`src/rtl/fpga_cfg_pkg.sv`:
```
// ---------------------------------------------------------------------------
// fpga_cfg_pkg
// Shared definitions for the FPGA configuration loader: frame geometry,
// output image widths, the default frame start marker and the loader FSM
// state type. Imported by every file of the loader.
// ---------------------------------------------------------------------------
package fpga_cfg_pkg;

    localparam logic [31:0] SYNC_WORD_DEFAULT = 32'hF96A_C0DE;

    localparam int WORD_W    = 32;
    localparam int N_LUT     = 8;
    localparam int N_SB      = 7;
    localparam int LUT_W     = 33;
    localparam int SB_W      = 32;
    localparam int N_PAYLOAD = 16;
    localparam int CNT_W     = $clog2(N_PAYLOAD);

    typedef enum logic [1:0] {
        HUNT  = 2'd0,
        LOAD  = 2'd1,
        CHECK = 2'd2
    } cfg_state_t;

    // A LUT image is its 32-bit payload word with one extra top bit taken
    // from the shared high byte of the last payload word.
    function automatic logic [LUT_W-1:0] lutImage(input logic topBit,
                                                  input logic [WORD_W-1:0] word);
        return {topBit, word};
    endfunction

endpackage

```
`src/rtl/fpga_cfg_loader_if.sv`:
```
// ---------------------------------------------------------------------------
// fpga_cfg_loader_if
// Valid/ready configuration stream into the loader.
//   in_data  : 32-bit configuration stream word (master -> slave)
//   in_valid : in_data is valid this cycle      (master -> slave)
//   in_ready : slave accepts in_data this cycle (slave -> master)
// A word transfers on a rising clock edge when in_valid && in_ready.
// ---------------------------------------------------------------------------
interface fpga_cfg_loader_if;

    logic [31:0] in_data;
    logic        in_valid;
    logic        in_ready;

    modport master (
        output in_data,
        output in_valid,
        input  in_ready
    );

    modport slave (
        input  in_data,
        input  in_valid,
        output in_ready
    );

endinterface

```
`src/rtl/fpga_cfg_shadow.sv`:
```
// ---------------------------------------------------------------------------
// fpga_cfg_shadow
// Payload shadow store (16 x 32) plus running XOR checksum of the words
// written into it during the current frame.
// Ports:
//   clock      : rising-edge clock
//   reset      : synchronous active-high reset, clears slots and checksum
//   clear_i    : start of frame, zero the checksum accumulator
//   load_i     : write data_i into slot index_i and fold it into checksum
//   index_i    : slot being written
//   data_i     : payload word
//   slots_o    : all shadow slots, slot k is payload word Pk
//   checksum_o : XOR of every word loaded since the last clear
// ---------------------------------------------------------------------------
module fpga_cfg_shadow
    import fpga_cfg_pkg::*;
(
    input  logic                              clock,
    input  logic                              reset,
    input  logic                              clear_i,
    input  logic                              load_i,
    input  logic [CNT_W-1:0]                  index_i,
    input  logic [WORD_W-1:0]                 data_i,
    output logic [N_PAYLOAD-1:0][WORD_W-1:0]  slots_o,
    output logic [WORD_W-1:0]                 checksum_o
);

    logic [N_PAYLOAD-1:0][WORD_W-1:0] slots_q;
    logic [WORD_W-1:0]                acc_q;
    logic [WORD_W-1:0]                acc_d;

    // Next accumulator value. Slots are not cleared at frame start because
    // every slot is rewritten before a frame can be committed.
    always_comb begin
        acc_d = acc_q;
        if (clear_i) begin
            acc_d = '0;
        end else if (load_i) begin
            acc_d = acc_q ^ data_i;
        end
    end

    // Shadow slots and accumulator registers.
    always_ff @(posedge clock) begin
        if (reset) begin
            slots_q <= '0;
            acc_q   <= '0;
        end else begin
            acc_q <= acc_d;
            if (load_i && !clear_i) begin
                slots_q[index_i] <= data_i;
            end
        end
    end

    assign slots_o    = slots_q;
    assign checksum_o = acc_q;

endmodule

```
`src/rtl/fpga_cfg_loader.sv`:
```
// ---------------------------------------------------------------------------
// fpga_cfg_loader
// Receives framed configuration streams (SYNC, P0..P15, XOR checksum),
// buffers the payload in a shadow store and, when the checksum matches,
// commits it atomically to the LUT and switch-box configuration outputs.
// Ports:
//   clock       : rising-edge clock
//   reset       : synchronous active-high reset
//   stream      : valid/ready configuration word stream (slave side)
//   fabric_hold : fabric asks that no new configuration be committed yet
//   lut_cfg     : 8 x 33-bit LUT images, LUT k+1 at [33*k +: 33]
//   sb_cfg      : 7 x 32-bit switch-box words, sb k+1 at [32*k +: 32]
//   cfg_valid   : outputs hold a committed, checksum-verified frame
//   cfg_err     : one-cycle pulse on checksum mismatch
//   busy        : a frame is being loaded or checked
// ---------------------------------------------------------------------------
module fpga_cfg_loader
    import fpga_cfg_pkg::*;
#(
    parameter logic [31:0] SYNC_WORD = SYNC_WORD_DEFAULT
)
(
    input  logic                     clock,
    input  logic                     reset,
    fpga_cfg_loader_if.slave         stream,
    input  logic                     fabric_hold,
    output logic [N_LUT*LUT_W-1:0]   lut_cfg,
    output logic [N_SB*SB_W-1:0]     sb_cfg,
    output logic                     cfg_valid,
    output logic                     cfg_err,
    output logic                     busy
);

    cfg_state_t                       state_q;
    logic [CNT_W-1:0]                 count_q;
    logic [N_LUT*LUT_W-1:0]           lut_q;
    logic [N_SB*SB_W-1:0]             sb_q;
    logic                             valid_q;
    logic                             err_q;
    logic                             busy_q;

    logic                             inReady;
    logic                             accept;
    logic                             shadowClear;
    logic                             shadowLoad;
    logic [N_PAYLOAD-1:0][WORD_W-1:0] slots;
    logic [WORD_W-1:0]                checksum;
    logic [N_LUT*LUT_W-1:0]           commitLut;
    logic [N_SB*SB_W-1:0]             commitSb;
    logic [23:0]                      unusedP15Low;

    // Handshake decode. in_ready is combinational so that fabric_hold stalls
    // the checksum word in the same cycle it is raised, and it is forced low
    // while reset is asserted.
    always_comb begin
        inReady = 1'b0;
        if (!reset) begin
            inReady = (state_q == CHECK) ? ~fabric_hold : 1'b1;
        end
        accept      = stream.in_valid && inReady;
        shadowClear = accept && (state_q == HUNT) && (stream.in_data == SYNC_WORD);
        shadowLoad  = accept && (state_q == LOAD);
    end

    assign stream.in_ready = inReady;

    fpga_cfg_shadow u_shadow (
        .clock      (clock),
        .reset      (reset),
        .clear_i    (shadowClear),
        .load_i     (shadowLoad),
        .index_i    (count_q),
        .data_i     (stream.in_data),
        .slots_o    (slots),
        .checksum_o (checksum)
    );

    // Commit images built from the shadow store. The top bit of LUT k+1 comes
    // from P15[31-k]; the low 24 bits of P15 only take part in the checksum.
    always_comb begin
        commitLut = '0;
        commitSb  = '0;
        for (int k = 0; k < N_LUT; k++) begin
            commitLut[LUT_W*k +: LUT_W] = lutImage(slots[N_PAYLOAD-1][WORD_W-1-k], slots[k]);
        end
        for (int k = 0; k < N_SB; k++) begin
            commitSb[SB_W*k +: SB_W] = slots[N_LUT+k];
        end
    end

    assign unusedP15Low = slots[N_PAYLOAD-1][23:0];

    // Loader FSM with registered outputs. The committed configuration is
    // only ever replaced by a checksum-verified frame, so it stays on the
    // outputs while a later frame is loading.
    always_ff @(posedge clock) begin
        if (reset) begin
            state_q <= HUNT;
            count_q <= '0;
            lut_q   <= '0;
            sb_q    <= '0;
            valid_q <= 1'b0;
            err_q   <= 1'b0;
            busy_q  <= 1'b0;
        end else begin
            err_q <= 1'b0;
            case (state_q)
                HUNT: begin
                    if (shadowClear) begin
                        state_q <= LOAD;
                        count_q <= '0;
                        busy_q  <= 1'b1;
                    end
                end
                LOAD: begin
                    if (accept) begin
                        count_q <= count_q + CNT_W'(1);
                        if (count_q == CNT_W'(N_PAYLOAD - 1)) begin
                            state_q <= CHECK;
                        end
                    end
                end
                CHECK: begin
                    if (accept) begin
                        if (stream.in_data == checksum) begin
                            lut_q   <= commitLut;
                            sb_q    <= commitSb;
                            valid_q <= 1'b1;
                        end else begin
                            err_q <= 1'b1;
                        end
                        state_q <= HUNT;
                        busy_q  <= 1'b0;
                    end
                end
                default: begin
                    state_q <= HUNT;
                    busy_q  <= 1'b0;
                end
            endcase
        end
    end

    assign lut_cfg   = lut_q;
    assign sb_cfg    = sb_q;
    assign cfg_valid = valid_q;
    assign cfg_err   = err_q;
    assign busy      = busy_q;

endmodule

```
`src/flat_wrapper.sv`:
```
// flat-port wrapper written by rule: the top's interface ports become plain ports
module fpga_cfg_loader_flat import fpga_cfg_pkg::*;
#(
    parameter logic [31:0] SYNC_WORD = SYNC_WORD_DEFAULT
)
  (clock, reset, fabric_hold, lut_cfg, sb_cfg, cfg_valid, cfg_err, busy, stream_in_data, stream_in_valid, stream_in_ready);
  fpga_cfg_loader_if stream_i ();
  input  logic clock;
  input  logic reset;
  input  logic fabric_hold;
  output logic [N_LUT*LUT_W-1:0] lut_cfg;
  output logic [N_SB*SB_W-1:0] sb_cfg;
  output logic cfg_valid;
  output logic cfg_err;
  output logic busy;
  input wire logic [$bits(stream_i.in_data)-1:0] stream_in_data;
  input wire logic [$bits(stream_i.in_valid)-1:0] stream_in_valid;
  output wire logic [$bits(stream_i.in_ready)-1:0] stream_in_ready;
  assign stream_i.in_data = stream_in_data;
  assign stream_i.in_valid = stream_in_valid;
  assign stream_in_ready = stream_i.in_ready;
  fpga_cfg_loader #(.SYNC_WORD(SYNC_WORD)) u_core (.clock(clock), .reset(reset), .stream(stream_i), .fabric_hold(fabric_hold), .lut_cfg(lut_cfg), .sb_cfg(sb_cfg), .cfg_valid(cfg_valid), .cfg_err(cfg_err), .busy(busy));
endmodule
```
`config.mk`:
```
export PLATFORM = sky130hd
export DESIGN_NAME = fpga_cfg_loader_flat
export DESIGN_NICKNAME = d
export VERILOG_FILES = /design/src/rtl/fpga_cfg_pkg.sv /design/src/rtl/fpga_cfg_loader_if.sv /design/src/rtl/fpga_cfg_shadow.sv /design/src/rtl/fpga_cfg_loader.sv /design/src/flat_wrapper.sv
export SDC_FILE = /design/constraint.sdc
export NUM_CORES = 2
export LEC_CHECK = 0
export CAP_MARGIN = 20
export CORE_MARGIN = 8
export CORE_UTILIZATION = 59
export DETAILED_ROUTE_END_ITERATION = 16
export PLACE_DENSITY = 0.88
export SKIP_CTS_REPAIR_TIMING = 1
export SYNTH_ARGS = -nofsm -noshare
export SYNTH_HDL_FRONTEND = slang
export SYNTH_SLANG_ARGS = --single-unit
```
`constraint.sdc`:
```
create_clock -name clock -period 6.8 [get_ports clock]
set_clock_uncertainty 0.05 [all_clocks]
set_input_delay 1.36 -clock clock [delete_from_list [all_inputs] [get_ports clock]]
set_output_delay 1.36 -clock clock [all_outputs]
set_load 0.02 [all_outputs]
```
==> impl_results.md <==
* WS Path Type: in2out
* Core footprint at 68300 um2
* Max incr delay on CP at 0.74 ns
* FF+latch count, synth at 1017
* CTS Buffer Depth at 3
* Starting DRT DRC Count at 3230
* R2R Setup Slk at 3.49 ns
* Rows at 96
* Clock transition at path regs at 0.06 ns
* Worst Path Required at 5.39 ns
* Reg area at 20400 um2
* P per Cell Area at 245 nW/um2
* Vias in the first global route at 30826
* Total Routing Usage GR at 30.3%
* DRC Markers at 0
* # nets final at 4910
* Max VDD drop at 0.000200 V
* Clock latency on the worst-skew pair at 0.65 ns
* WP data arrival at 2.89 ns
* TNS Setup at 0 ns
* Net Sw Frac at 21.7%
* CP dominant cell by count: clkdlybuf4s50_1
* Netlist cell types at 32
* Seq/Total Area, Yosys at 50.2%
* Fillers at 4895
* CP max-delay cell: clkdlybuf4s50_1
* DRT Wirelength at 124000 um
* Post-Place Cells at 5650
* Die area at 77400 um2
* Most common cell in the synthesized netlist: nand2_1
* Via count at 32266
* Worst hold slack at 0.404 ns
* Initial antenna violation count at 5
* Die width at 278 um
* Hold WC Path Type: reg2reg
* First-pass GRT wire length at 184000 um
* RSZ-0062 raised after global routing: no
* Least-Margin Pin Slew at 1.19 ns
* Critical Path Start Type: input port
* Top_reg_cell synth: dfxtp_1
* CTS root buf: clkbuf_16
* P_leak at 0.0154 uW
* Top post-synthesis cells by area: dfxtp_1 50%, nand2b_1 15%, mux2i_1 12%
* CTS Buf Count at 100
* Crit. End Element: primary output
* Final cycle utilization of the critical path at 63.2%
* Outcome: finished clean
* H-tree levels at 3
* Starting Density at 59.3%
* Fin. max-slew vios at 0
* Dpl hpwl at 73100 um
* Worst slew margin at 20.6%
* Total iterations of the first detailed-routing run at 7
* CP cell instances: clkdlybuf4s50_1, a21oi_1, clkdlybuf4s50_1
* Syn Std Cell Area at 40500 um2
* Placer congestion estimate at 0.808
* Multi-input logic area at 18600 um2
* Combinational group share of total power at 3.1%
* Int Pwr at 9440 uW
* Synthesis Warnings at 0
* Top post-synthesis cells by count: 1024 x nand2_1, 1017 x dfxtp_1, 980 x nand2b_1
* Grt ovf at 0
* Die Y at 278 um
* Area grow syn2layout at 21.3%
* Number of I/O pins at 528
* Fmax achieved at 233 MHz
* Layout cells sized above 1 at 5.62%
* Routed WL per cell at 21.3 um
* Final hold vios at 0
* Antenna-violating nets left at 0
* Final min period at 4.30 ns
* Largest net degree at the start of global routing at 323
* MaxCap Viol Count at 0
* Psw at 2620 uW
* Fin cells at 5832
* Crit path max fanout at 2
* Sequential share of power at 49.4%
* CTS Sinks at 1017
* Top cell type's share of synthesized area at 50.2%
* Synth area leader: dfxtp_1
* Share of synthesized registers carrying an async set or reset at 0%
* Mapped Cells at 4566
* Synthesized area per cell at 8.88 um2
* DR vias/cell at 5.53
* Final core occ at 71.9%
* Post-synth EDFFs at 0
* CTS tree: built
* PortBufs at 527
* Final setup fails at 0
* Clock share of power at 47.5%
* Mapped Nets at 4606
## worst paths after layout
path / from / endpoint / depth (start not counted)
worst max-delay path: fabric_hold / stream_in_ready / 3
worst min-delay path: u_core.u_shadow.slots_o[333]$_SDFFE_PP0P_ / u_core.u_shadow.slots_o[333]$_SDFFE_PP0P_ / 2
worst min register to register: u_core.u_shadow.slots_o[333]$_SDFFE_PP0P_ / u_core.u_shadow.slots_o[333]$_SDFFE_PP0P_ / 2
worst max register to register: u_core.state_q[1]$_SDFFE_PP0P_ / u_core.u_shadow.slots_o[269]$_SDFFE_PP0P_ / 6
## cell families after synthesis
group                    Yosys count  share of synthesized area [%]
XOR/XNOR                          64                           1.38
multiplexers                     488                           12.0
buffers and inverters            387                           4.11
AND/OR/NAND/NOR                 2105                           25.9
adder cells (fa/ha/maj)            4                          0.123
AO/OA/AOI/OAI                    501                           6.22
flip-flops                      1017                           50.2
## per-stage QoR
step / setup WS (ns) / area, um2 / total power, uW
after floorplan: 2.57 / 40500 / 6320
after global placement: 2.18 / 45700 / 6450
after detailed placement: 2.12 / 45700 / 6450
after CTS: 2.53 / 49200 / 12100
after global routing: 2.46 / 49200 / 12400
final: 2.50 / 49200 / 12100
## power by group through the flow
stage / logic (uW) / clock network (uW) / registers [uW]
after floorplan: 230 / 0 / 6090
after global placement: 360 / 0 / 6090
after detailed placement: 362 / 0 / 6090
after CTS: 364 / 5780 / 5960
after global routing: 379 / 6050 / 5950
final: 374 / 5730 / 5960
## worst max-delay path, delay by kind of cell
| kind | cells | cell delay, ns |
|---|---|---|
| AOI/OAI and AO/OA | 1 | 0.21 |
| buffers and inverters | 2 | 1.31 |
## cell type report
| class | count | area share, % |
|---|---|---|
| sequential | 1017 | 41.4 |
| inverter | 3 | 0.0229 |
| clock inverter | 33 | 0.868 |
| clock buffer | 148 | 6.11 |
| timing repair buffer | 586 | 11.5 |
| multi-input combinational | 3162 | 37.8 |
| tap | 882 | 2.24 |
| antenna | 1 | 0.00509 |
## state kept, by name, indices dropped and copies added (netlist names)
signal                      cells
u_core.u_shadow.slots_o       488
u_core.lut_cfg                264
u_core.sb_cfg                 224
u_core.u_shadow.checksum_o     32
u_core.count_q                  4
u_core.state_q                  2
u_core.busy                     1
u_core.cfg_err                  1
u_core.cfg_valid                1
## placed cells by master (no fill, tap or decap), types with 2 or more instances in the layout
master           count
nor3_1               3
clkinv_4             5
a21oi_1            495
o21ai_0              3
clkbuf_16          102
ha_1                 4
buf_12               8
nor2_1              36
nor2_2              11
nor3_2               4
clkinv_2            13
nand3_1             12
dfxtp_1           1017
clkinvlp_4           2
clkdlybuf4s50_1    494
nor4_1               9
nand2b_1           980
or4bb_1              3
xor2_1              64
buf_4               50
nand4_1              8
nand3_2              2
mux2i_1            488
inv_1                3
and2_1               2
inv_6                3
buf_2               32
buf_8                2
nand2_1           1023
bufinv_16            8
nor2b_1              4
clkbuf_8            28
clkbuf_1            18
## routing by layer
metal | routed length [um] | global-route usage (%) | vias to the layer above
met2 | 57900 | 49.3 | 1347
met3 | 9680 | 5.55 | 354
met1 | 48600 | 37.3 | 15396
met4 | 7790 | 18.3 | 2
met5 | 17 | 0 | -
li1 | - | - | 15167
No activity file was read; power rests on OpenSTA's default activity.
